<file path="config.mk">
export PLATFORM = sky130hd
export DESIGN_NAME = multicycle_control
export DESIGN_NICKNAME = d
export VERILOG_FILES = /design/src/rtl/multicycle_control_pkg.sv /design/src/rtl/multicycle_control_out_decode.sv /design/src/rtl/multicycle_control.sv
export SDC_FILE = /design/constraint.sdc
export NUM_CORES = 1
export LEC_CHECK = 0
export CORE_MARGIN = 5
export CORE_UTILIZATION = 32
export CTS_CLUSTER_SIZE = 20
export DETAILED_ROUTE_END_ITERATION = 16
export GPL_TIMING_DRIVEN = 0
export PLACE_DENSITY = 0.81
export SLEW_MARGIN = 10
export SYNTH_ARGS = -nofsm -noshare
export SYNTH_HDL_FRONTEND = slang
export SYNTH_SLANG_ARGS = --single-unit
</file>
<file path="constraint.sdc">
create_clock -name clock -period 2 [get_ports clock]
set_input_delay 0.6 -clock clock [delete_from_list [all_inputs] [get_ports clock]]
set_output_delay 0.6 -clock clock [all_outputs]
set_load 0.03 [all_outputs]
</file>
<file path="src/rtl/multicycle_control_pkg.sv">
// ---------------------------------------------------------------------------
// multicycle_control_pkg
// Shared constants for the multicycle control slice: state encodings,
// supported opcodes, ALU operation classes, mux select codes and the packed
// control vector passed from the output decoder to the top.
// ---------------------------------------------------------------------------
package multicycle_control_pkg;

  // State encodings (4-bit codes; the state register may be wider).
  localparam logic [3:0] FETCH     = 4'd0;
  localparam logic [3:0] DECODE    = 4'd1;
  localparam logic [3:0] MEM_ADDR  = 4'd2;
  localparam logic [3:0] MEM_RD    = 4'd3;
  localparam logic [3:0] MEM_WB    = 4'd4;
  localparam logic [3:0] MEM_WR    = 4'd5;
  localparam logic [3:0] R_EXEC    = 4'd6;
  localparam logic [3:0] R_WB      = 4'd7;
  localparam logic [3:0] BRANCH    = 4'd8;
  localparam logic [3:0] ADDI_EXEC = 4'd9;
  localparam logic [3:0] ADDI_WB   = 4'd10;
  localparam logic [3:0] JUMP      = 4'd11;

  // Supported opcodes.
  localparam logic [5:0] OP_RTYPE = 6'b000000;
  localparam logic [5:0] OP_LW    = 6'b100011;
  localparam logic [5:0] OP_SW    = 6'b101011;
  localparam logic [5:0] OP_BEQ   = 6'b000100;
  localparam logic [5:0] OP_ADDI  = 6'b001000;
  localparam logic [5:0] OP_J     = 6'b000010;

  // ALU decoder classes.
  localparam logic [1:0] ALU_OP_ADD   = 2'b00;
  localparam logic [1:0] ALU_OP_SUB   = 2'b01;
  localparam logic [1:0] ALU_OP_FUNCT = 2'b10;

  // ALU B-operand selects.
  localparam logic [1:0] SRC_B_REG  = 2'b00;
  localparam logic [1:0] SRC_B_FOUR = 2'b01;
  localparam logic [1:0] SRC_B_IMM  = 2'b10;
  localparam logic [1:0] SRC_B_BOFF = 2'b11;

  // PC source selects.
  localparam logic [1:0] PC_SRC_ALU    = 2'b00;
  localparam logic [1:0] PC_SRC_ALUOUT = 2'b01;
  localparam logic [1:0] PC_SRC_JUMP   = 2'b10;

  // Per-state control vector produced by the output decoder.
  typedef struct packed {
    logic       pc_write;
    logic       pc_write_cond;
    logic       ir_write;
    logic       mem_read;
    logic       mem_write;
    logic       i_or_d;
    logic       reg_write;
    logic       reg_dst;
    logic       mem_to_reg;
    logic       alu_src_a;
    logic [1:0] alu_src_b;
    logic [1:0] alu_op;
    logic [1:0] pc_source;
  } ctrl_t;

  localparam ctrl_t CTRL_IDLE = ctrl_t'(16'h0000);

  // True when the opcode belongs to the supported instruction set.
  function automatic logic op_supported(input logic [5:0] op);
    case (op)
      OP_RTYPE, OP_LW, OP_SW, OP_BEQ, OP_ADDI, OP_J: return 1'b1;
      default:                                       return 1'b0;
    endcase
  endfunction

endpackage

</file>
<file path="src/rtl/multicycle_control_out_decode.sv">
// ---------------------------------------------------------------------------
// mc_out_decode
// Moore output decoder: maps the current state code to the datapath control
// vector. Any code outside the defined states yields an all-zero vector so a
// corrupted state register can never enable a write.
//   state : current state code (STATE_W bits)
//   ctrl  : packed control vector (pc_write, pc_write_cond, enables, selects)
// ---------------------------------------------------------------------------
module mc_out_decode
  import multicycle_control_pkg::*;
#(
  parameter int STATE_W = 4
) (
  input  logic [STATE_W-1:0] state,
  output ctrl_t              ctrl
);

  // Per-state control decode; unlisted fields stay at zero.
  always_comb begin
    ctrl = CTRL_IDLE;
    case (state)
      STATE_W'(FETCH): begin
        ctrl.mem_read  = 1'b1;
        ctrl.ir_write  = 1'b1;
        ctrl.alu_src_b = SRC_B_FOUR;
        ctrl.alu_op    = ALU_OP_ADD;
        ctrl.pc_source = PC_SRC_ALU;
        ctrl.pc_write  = 1'b1;
      end
      STATE_W'(DECODE): begin
        // Branch target is precomputed here, before the opcode is known.
        ctrl.alu_src_b = SRC_B_BOFF;
        ctrl.alu_op    = ALU_OP_ADD;
      end
      STATE_W'(MEM_ADDR): begin
        ctrl.alu_src_a = 1'b1;
        ctrl.alu_src_b = SRC_B_IMM;
        ctrl.alu_op    = ALU_OP_ADD;
      end
      STATE_W'(MEM_RD): begin
        ctrl.mem_read = 1'b1;
        ctrl.i_or_d   = 1'b1;
      end
      STATE_W'(MEM_WB): begin
        ctrl.reg_write  = 1'b1;
        ctrl.mem_to_reg = 1'b1;
      end
      STATE_W'(MEM_WR): begin
        ctrl.mem_write = 1'b1;
        ctrl.i_or_d    = 1'b1;
      end
      STATE_W'(R_EXEC): begin
        ctrl.alu_src_a = 1'b1;
        ctrl.alu_src_b = SRC_B_REG;
        ctrl.alu_op    = ALU_OP_FUNCT;
      end
      STATE_W'(R_WB): begin
        ctrl.reg_write = 1'b1;
        ctrl.reg_dst   = 1'b1;
      end
      STATE_W'(BRANCH): begin
        ctrl.alu_src_a     = 1'b1;
        ctrl.alu_src_b     = SRC_B_REG;
        ctrl.alu_op        = ALU_OP_SUB;
        ctrl.pc_source     = PC_SRC_ALUOUT;
        ctrl.pc_write_cond = 1'b1;
      end
      STATE_W'(ADDI_EXEC): begin
        ctrl.alu_src_a = 1'b1;
        ctrl.alu_src_b = SRC_B_IMM;
        ctrl.alu_op    = ALU_OP_ADD;
      end
      STATE_W'(ADDI_WB): begin
        ctrl.reg_write = 1'b1;
      end
      STATE_W'(JUMP): begin
        ctrl.pc_source = PC_SRC_JUMP;
        ctrl.pc_write  = 1'b1;
      end
      default: begin
        ctrl = CTRL_IDLE;
      end
    endcase
  end

endmodule

</file>
<file path="src/rtl/multicycle_control.sv">
// ---------------------------------------------------------------------------
// multicycle_control
// Control FSM for a multicycle MIPS-style datapath. Holds the state register
// and next-state logic; per-state outputs come from mc_out_decode.
//   clock, reset        : rising-edge clock, asynchronous active-low reset
//   op, zero            : instruction opcode and ALU zero flag
//   pc_en               : pc_write | (pc_write_cond & zero)
//   ir_write .. alu_src_a, alu_src_b, alu_op, pc_source : datapath controls
//   state               : current state (debug)
//   illegal_op          : pulse in DECODE for an unsupported opcode
// While reset is low every output is forced to zero, so the FETCH decode
// seen from the asynchronously cleared state register never leaks out.
// ---------------------------------------------------------------------------
module multicycle_control
  import multicycle_control_pkg::*;
#(
  parameter int STATE_W = 4
) (
  input  logic               clock,
  input  logic               reset,
  input  logic [5:0]         op,
  input  logic               zero,
  output logic               pc_en,
  output logic               ir_write,
  output logic               mem_read,
  output logic               mem_write,
  output logic               i_or_d,
  output logic               reg_write,
  output logic               reg_dst,
  output logic               mem_to_reg,
  output logic               alu_src_a,
  output logic [1:0]         alu_src_b,
  output logic [1:0]         alu_op,
  output logic [1:0]         pc_source,
  output logic [STATE_W-1:0] state,
  output logic               illegal_op
);

  logic [STATE_W-1:0] state_r;
  logic [STATE_W-1:0] next_state_s;
  logic               illegal_s;
  ctrl_t              ctrl_s;

  mc_out_decode #(.STATE_W(STATE_W)) u_out_decode (
    .state (state_r),
    .ctrl  (ctrl_s)
  );

  // Next-state selection; unknown codes and unsupported opcodes return to FETCH.
  always_comb begin
    next_state_s = STATE_W'(FETCH);
    illegal_s    = 1'b0;
    case (state_r)
      STATE_W'(FETCH):     next_state_s = STATE_W'(DECODE);
      STATE_W'(DECODE): begin
        case (op)
          OP_LW, OP_SW: next_state_s = STATE_W'(MEM_ADDR);
          OP_RTYPE:     next_state_s = STATE_W'(R_EXEC);
          OP_BEQ:       next_state_s = STATE_W'(BRANCH);
          OP_ADDI:      next_state_s = STATE_W'(ADDI_EXEC);
          OP_J:         next_state_s = STATE_W'(JUMP);
          default:      next_state_s = STATE_W'(FETCH);
        endcase
        illegal_s = ~op_supported(op);
      end
      STATE_W'(MEM_ADDR): begin
        // op is re-sampled here; anything other than lw/sw abandons the access.
        if (op == OP_LW) begin
          next_state_s = STATE_W'(MEM_RD);
        end else if (op == OP_SW) begin
          next_state_s = STATE_W'(MEM_WR);
        end else begin
          next_state_s = STATE_W'(FETCH);
        end
      end
      STATE_W'(MEM_RD):    next_state_s = STATE_W'(MEM_WB);
      STATE_W'(R_EXEC):    next_state_s = STATE_W'(R_WB);
      STATE_W'(ADDI_EXEC): next_state_s = STATE_W'(ADDI_WB);
      default:             next_state_s = STATE_W'(FETCH);
    endcase
  end

  // State register with asynchronous return to FETCH.
  always_ff @(posedge clock or negedge reset) begin
    if (!reset) begin
      state_r <= STATE_W'(FETCH);
    end else begin
      state_r <= next_state_s;
    end
  end

  // Output drive, masked to all-zero while reset is asserted.
  always_comb begin
    if (!reset) begin
      pc_en      = 1'b0;
      ir_write   = 1'b0;
      mem_read   = 1'b0;
      mem_write  = 1'b0;
      i_or_d     = 1'b0;
      reg_write  = 1'b0;
      reg_dst    = 1'b0;
      mem_to_reg = 1'b0;
      alu_src_a  = 1'b0;
      alu_src_b  = 2'b00;
      alu_op     = 2'b00;
      pc_source  = 2'b00;
      illegal_op = 1'b0;
    end else begin
      pc_en      = ctrl_s.pc_write | (ctrl_s.pc_write_cond & zero);
      ir_write   = ctrl_s.ir_write;
      mem_read   = ctrl_s.mem_read;
      mem_write  = ctrl_s.mem_write;
      i_or_d     = ctrl_s.i_or_d;
      reg_write  = ctrl_s.reg_write;
      reg_dst    = ctrl_s.reg_dst;
      mem_to_reg = ctrl_s.mem_to_reg;
      alu_src_a  = ctrl_s.alu_src_a;
      alu_src_b  = ctrl_s.alu_src_b;
      alu_op     = ctrl_s.alu_op;
      pc_source  = ctrl_s.pc_source;
      illegal_op = illegal_s;
    end
  end

  assign state = state_r;

endmodule
</file>
==> results.toml <==
[run]
maxCapViolations = 0

[drt]
drt-initial-drc-count = 14
num_vias = 782
drtAntennaViolNets = 0
vias_per_cell = 5.71
drt-pass1-iter-count = 4
drc = 0
drt-total-wl_mm = 2.50
wire_per_inst_um = 18.3

[timing]
tightest_slew_ns = 0.394
rsz0062_at_grt = "yes"
setup_viol = 12
skew_ns = 0.00174
setup_slack_ns = -0.321
slew_headroom = 0.736
period_minus_slack_ns = 2.32
finalHoldViolations = 0
fin_crit_sh = 1.16
fmax_mhz = 431
fin_setup_tns_ns = -1.45
slew_violations = 0

[status]
violations = "negative setup slack"
status = "finished, violations left"

[yosys]
synth_area_um2 = 474
syn_nets = 78
synthDistinctLibCells = 28
synth_warnings = 0
syn_avg_cell_area_um2 = 6.87
synth_cells = 69
synth-seq-area-share = 0.211
ys_ff_latch = 4

[finish]
regArea_um2 = 104
utilization = 0.871
fillers = 70
syn_to_final_growth_pct = 148
largest_reg_flops = 4
multi_input_area_um2 = 528
antennaDiodeCount = 0
drive_gt1_frac = 0.664
finalNetCount = 132

[global_route]
grtUsageMet1 = 0.181
grt_pass1_vias = 632
grt_max_degree = 11
use_met2 = 0.261
grt_overflow = 0
antenna_found_initial = 0
gr-max-usage-layer = "met2"
grt_pass1_wl_mm = 2.99
grt_usage = 0.152
use_met3 = 0.0306

[power_and_ir_drop]
ir_drop_v = 0.000627
power_density_nw_per_um2 = 815
leakagePower_nw = 0.528

[setup_path]
cp.arrival_ns = 1.72
required_ns = 1.40
path_class = "in2out"
worstPathMaxFanout = 4
worstSetupStartpointType = "primary input"
cp-end-kind = "primary output"

[floorplan]
die_w_um = 48.5
coreArea_um2 = 1350
die_h_um = 48.5
pin_count = 29
rows = 13
fp.dieArea_um2 = 2350
start_util = 0.351

[clocking]
cts_buffers = 3
clock_sinks = 4
cts.path.max_buffers = 2
cts_tree = "built"
htreeDepth = 1
cts.root.buffer_cell = "clkbuf_4"
cts.clk_slew.worst_paths_ns = 0.04
clk_latency_ns = 0.24

[place]
hpwlAfterDp_mm = 1.18
port_buffers = 28
place.gp.congestion = 0.753

[min_path]
hold_class = "in2async"
==> routing by layer <==
layer	up-vias	share of wire
li1	354	-
met1	382	0.40
met2	43	0.53
met3	3	0.064
met4	0	0.0056
met5	-	0
==> synth_stat cells (all sizes together) <==
cell type,count,area (um^2)
nor2b,3,18.8
or3,1,6.26
a21boi,1,7.51
nor4b,1,15.0
nand2b,6,37.5
and2,1,6.26
o32ai,1,8.76
clkbuf,3,11.3
buf,2,10.0
or2,1,6.26
nor3,9,45.0
o22ai,1,6.26
nand3b,1,7.51
nor3b,4,30.0
nor2,9,33.8
a2111oi,1,10.0
o211ai,1,7.51
xnor2,2,17.5
o31ai,1,7.51
a211oi,1,7.51
nand2,4,15.0
a21oi,4,20.0
nand4,1,6.26
a31oi,2,12.5
or4,1,7.51
dfrtp,4,100
nand3,1,5.00
inv,2,7.51
==> cell type report <==
class / count / share of cell area
plain buffers: 4 / 0.0521
repair buffers: 50 / 0.366
flip-flops and latches: 4 / 0.0883
inverters: 2 / 0.00638
well taps: 15 / 0.0160
clock buffers: 4 / 0.0223
multi-input cells: 58 / 0.449
==> placed cells by master (no fill, tap or decap), drive strengths merged, types with 3 or more instances in the layout <==
master / Yosys / routed
dlygate4sd2: 0 / 3
nor3: 9 / 9
clkdlybuf4s15: 0 / 3
nor3b: 4 / 4
nand2b: 6 / 6
nand2: 4 / 4
a21oi: 4 / 4
dfrtp: 4 / 4
buf: 2 / 45
clkbuf: 3 / 4
nor2b: 3 / 3
nor2: 9 / 9
==> cell families (layout without fill, tap and decap cells) <==
group                  after synthesis  in the layout  synth area share
AND/OR/NAND/NOR                     43             43             0.507
buffers and inverters                7             60            0.0607
AO/OA/AOI/OAI                       13             13             0.185
XOR/XNOR                             2              2            0.0369
flip-flops                           4              4             0.211
==> critical path, stage by stage <==
cell,delay (ns)
buf_4,0.13
or4_4,0.55
nor2_4,0.11
or3_4,0.14
nor3_4,0.04
buf_6,0.15
==> through the flow <==
| step | cells | instance area (um^2) | setup WS (ns) | hold slack, ns | power, W |
|---|---|---|---|---|---|
| finish | 137 | 1180 | -0.321 | 0.156 | 0.000959 |
| global placement | 112 | 856 | -1.47 | 0.593 | 0.000634 |
| detailed placement | 112 | 856 | -1.48 | 0.583 | 0.000636 |
| floorplan | 69 | 557 | -0.261 | 0.304 | 0.000456 |
| CTS | 124 | 990 | -0.339 | 0.156 | 0.000783 |
| global route | 137 | 1180 | -0.366 | 0.154 | 0.00100 |
==> power by group <==
group,internal [W],switching (W)
Clock,0.0000751,0.0000365
Combinational,0.000336,0.000371
Sequential,0.000101,0.0000394
==> timing repair <==
action                                  in CTS  in global routing
endpoints found under the setup margin      17                 16
hold buffers                                 0                  0
buffers inserted                             9                 14
endpoints found under the hold margin        0                  0
pin swaps                                    8                 12
resized for setup                          137                 34
==> path summary, 6_finish.rpt <==
| kind | depth (start not counted) | slack (ns) | to | from |
|---|---|---|---|---|
| worst max-delay path | 6 | -0.32 | illegal_op | op[0] |
| worst min-delay path | 1 | 0.16 | state[1] | reset |
| worst max register to register | 5 | 0.66 | state[2] | state[1] |
| worst min register to register | 1 | 0.60 | state[0] | state[0] |
| max in group asynchronous | 1 | 1.71 | state[2] | reset |
| min in group clock | 1 | 0.60 | state[0] | state[0] |
Power figures use the tool's default switching activity.
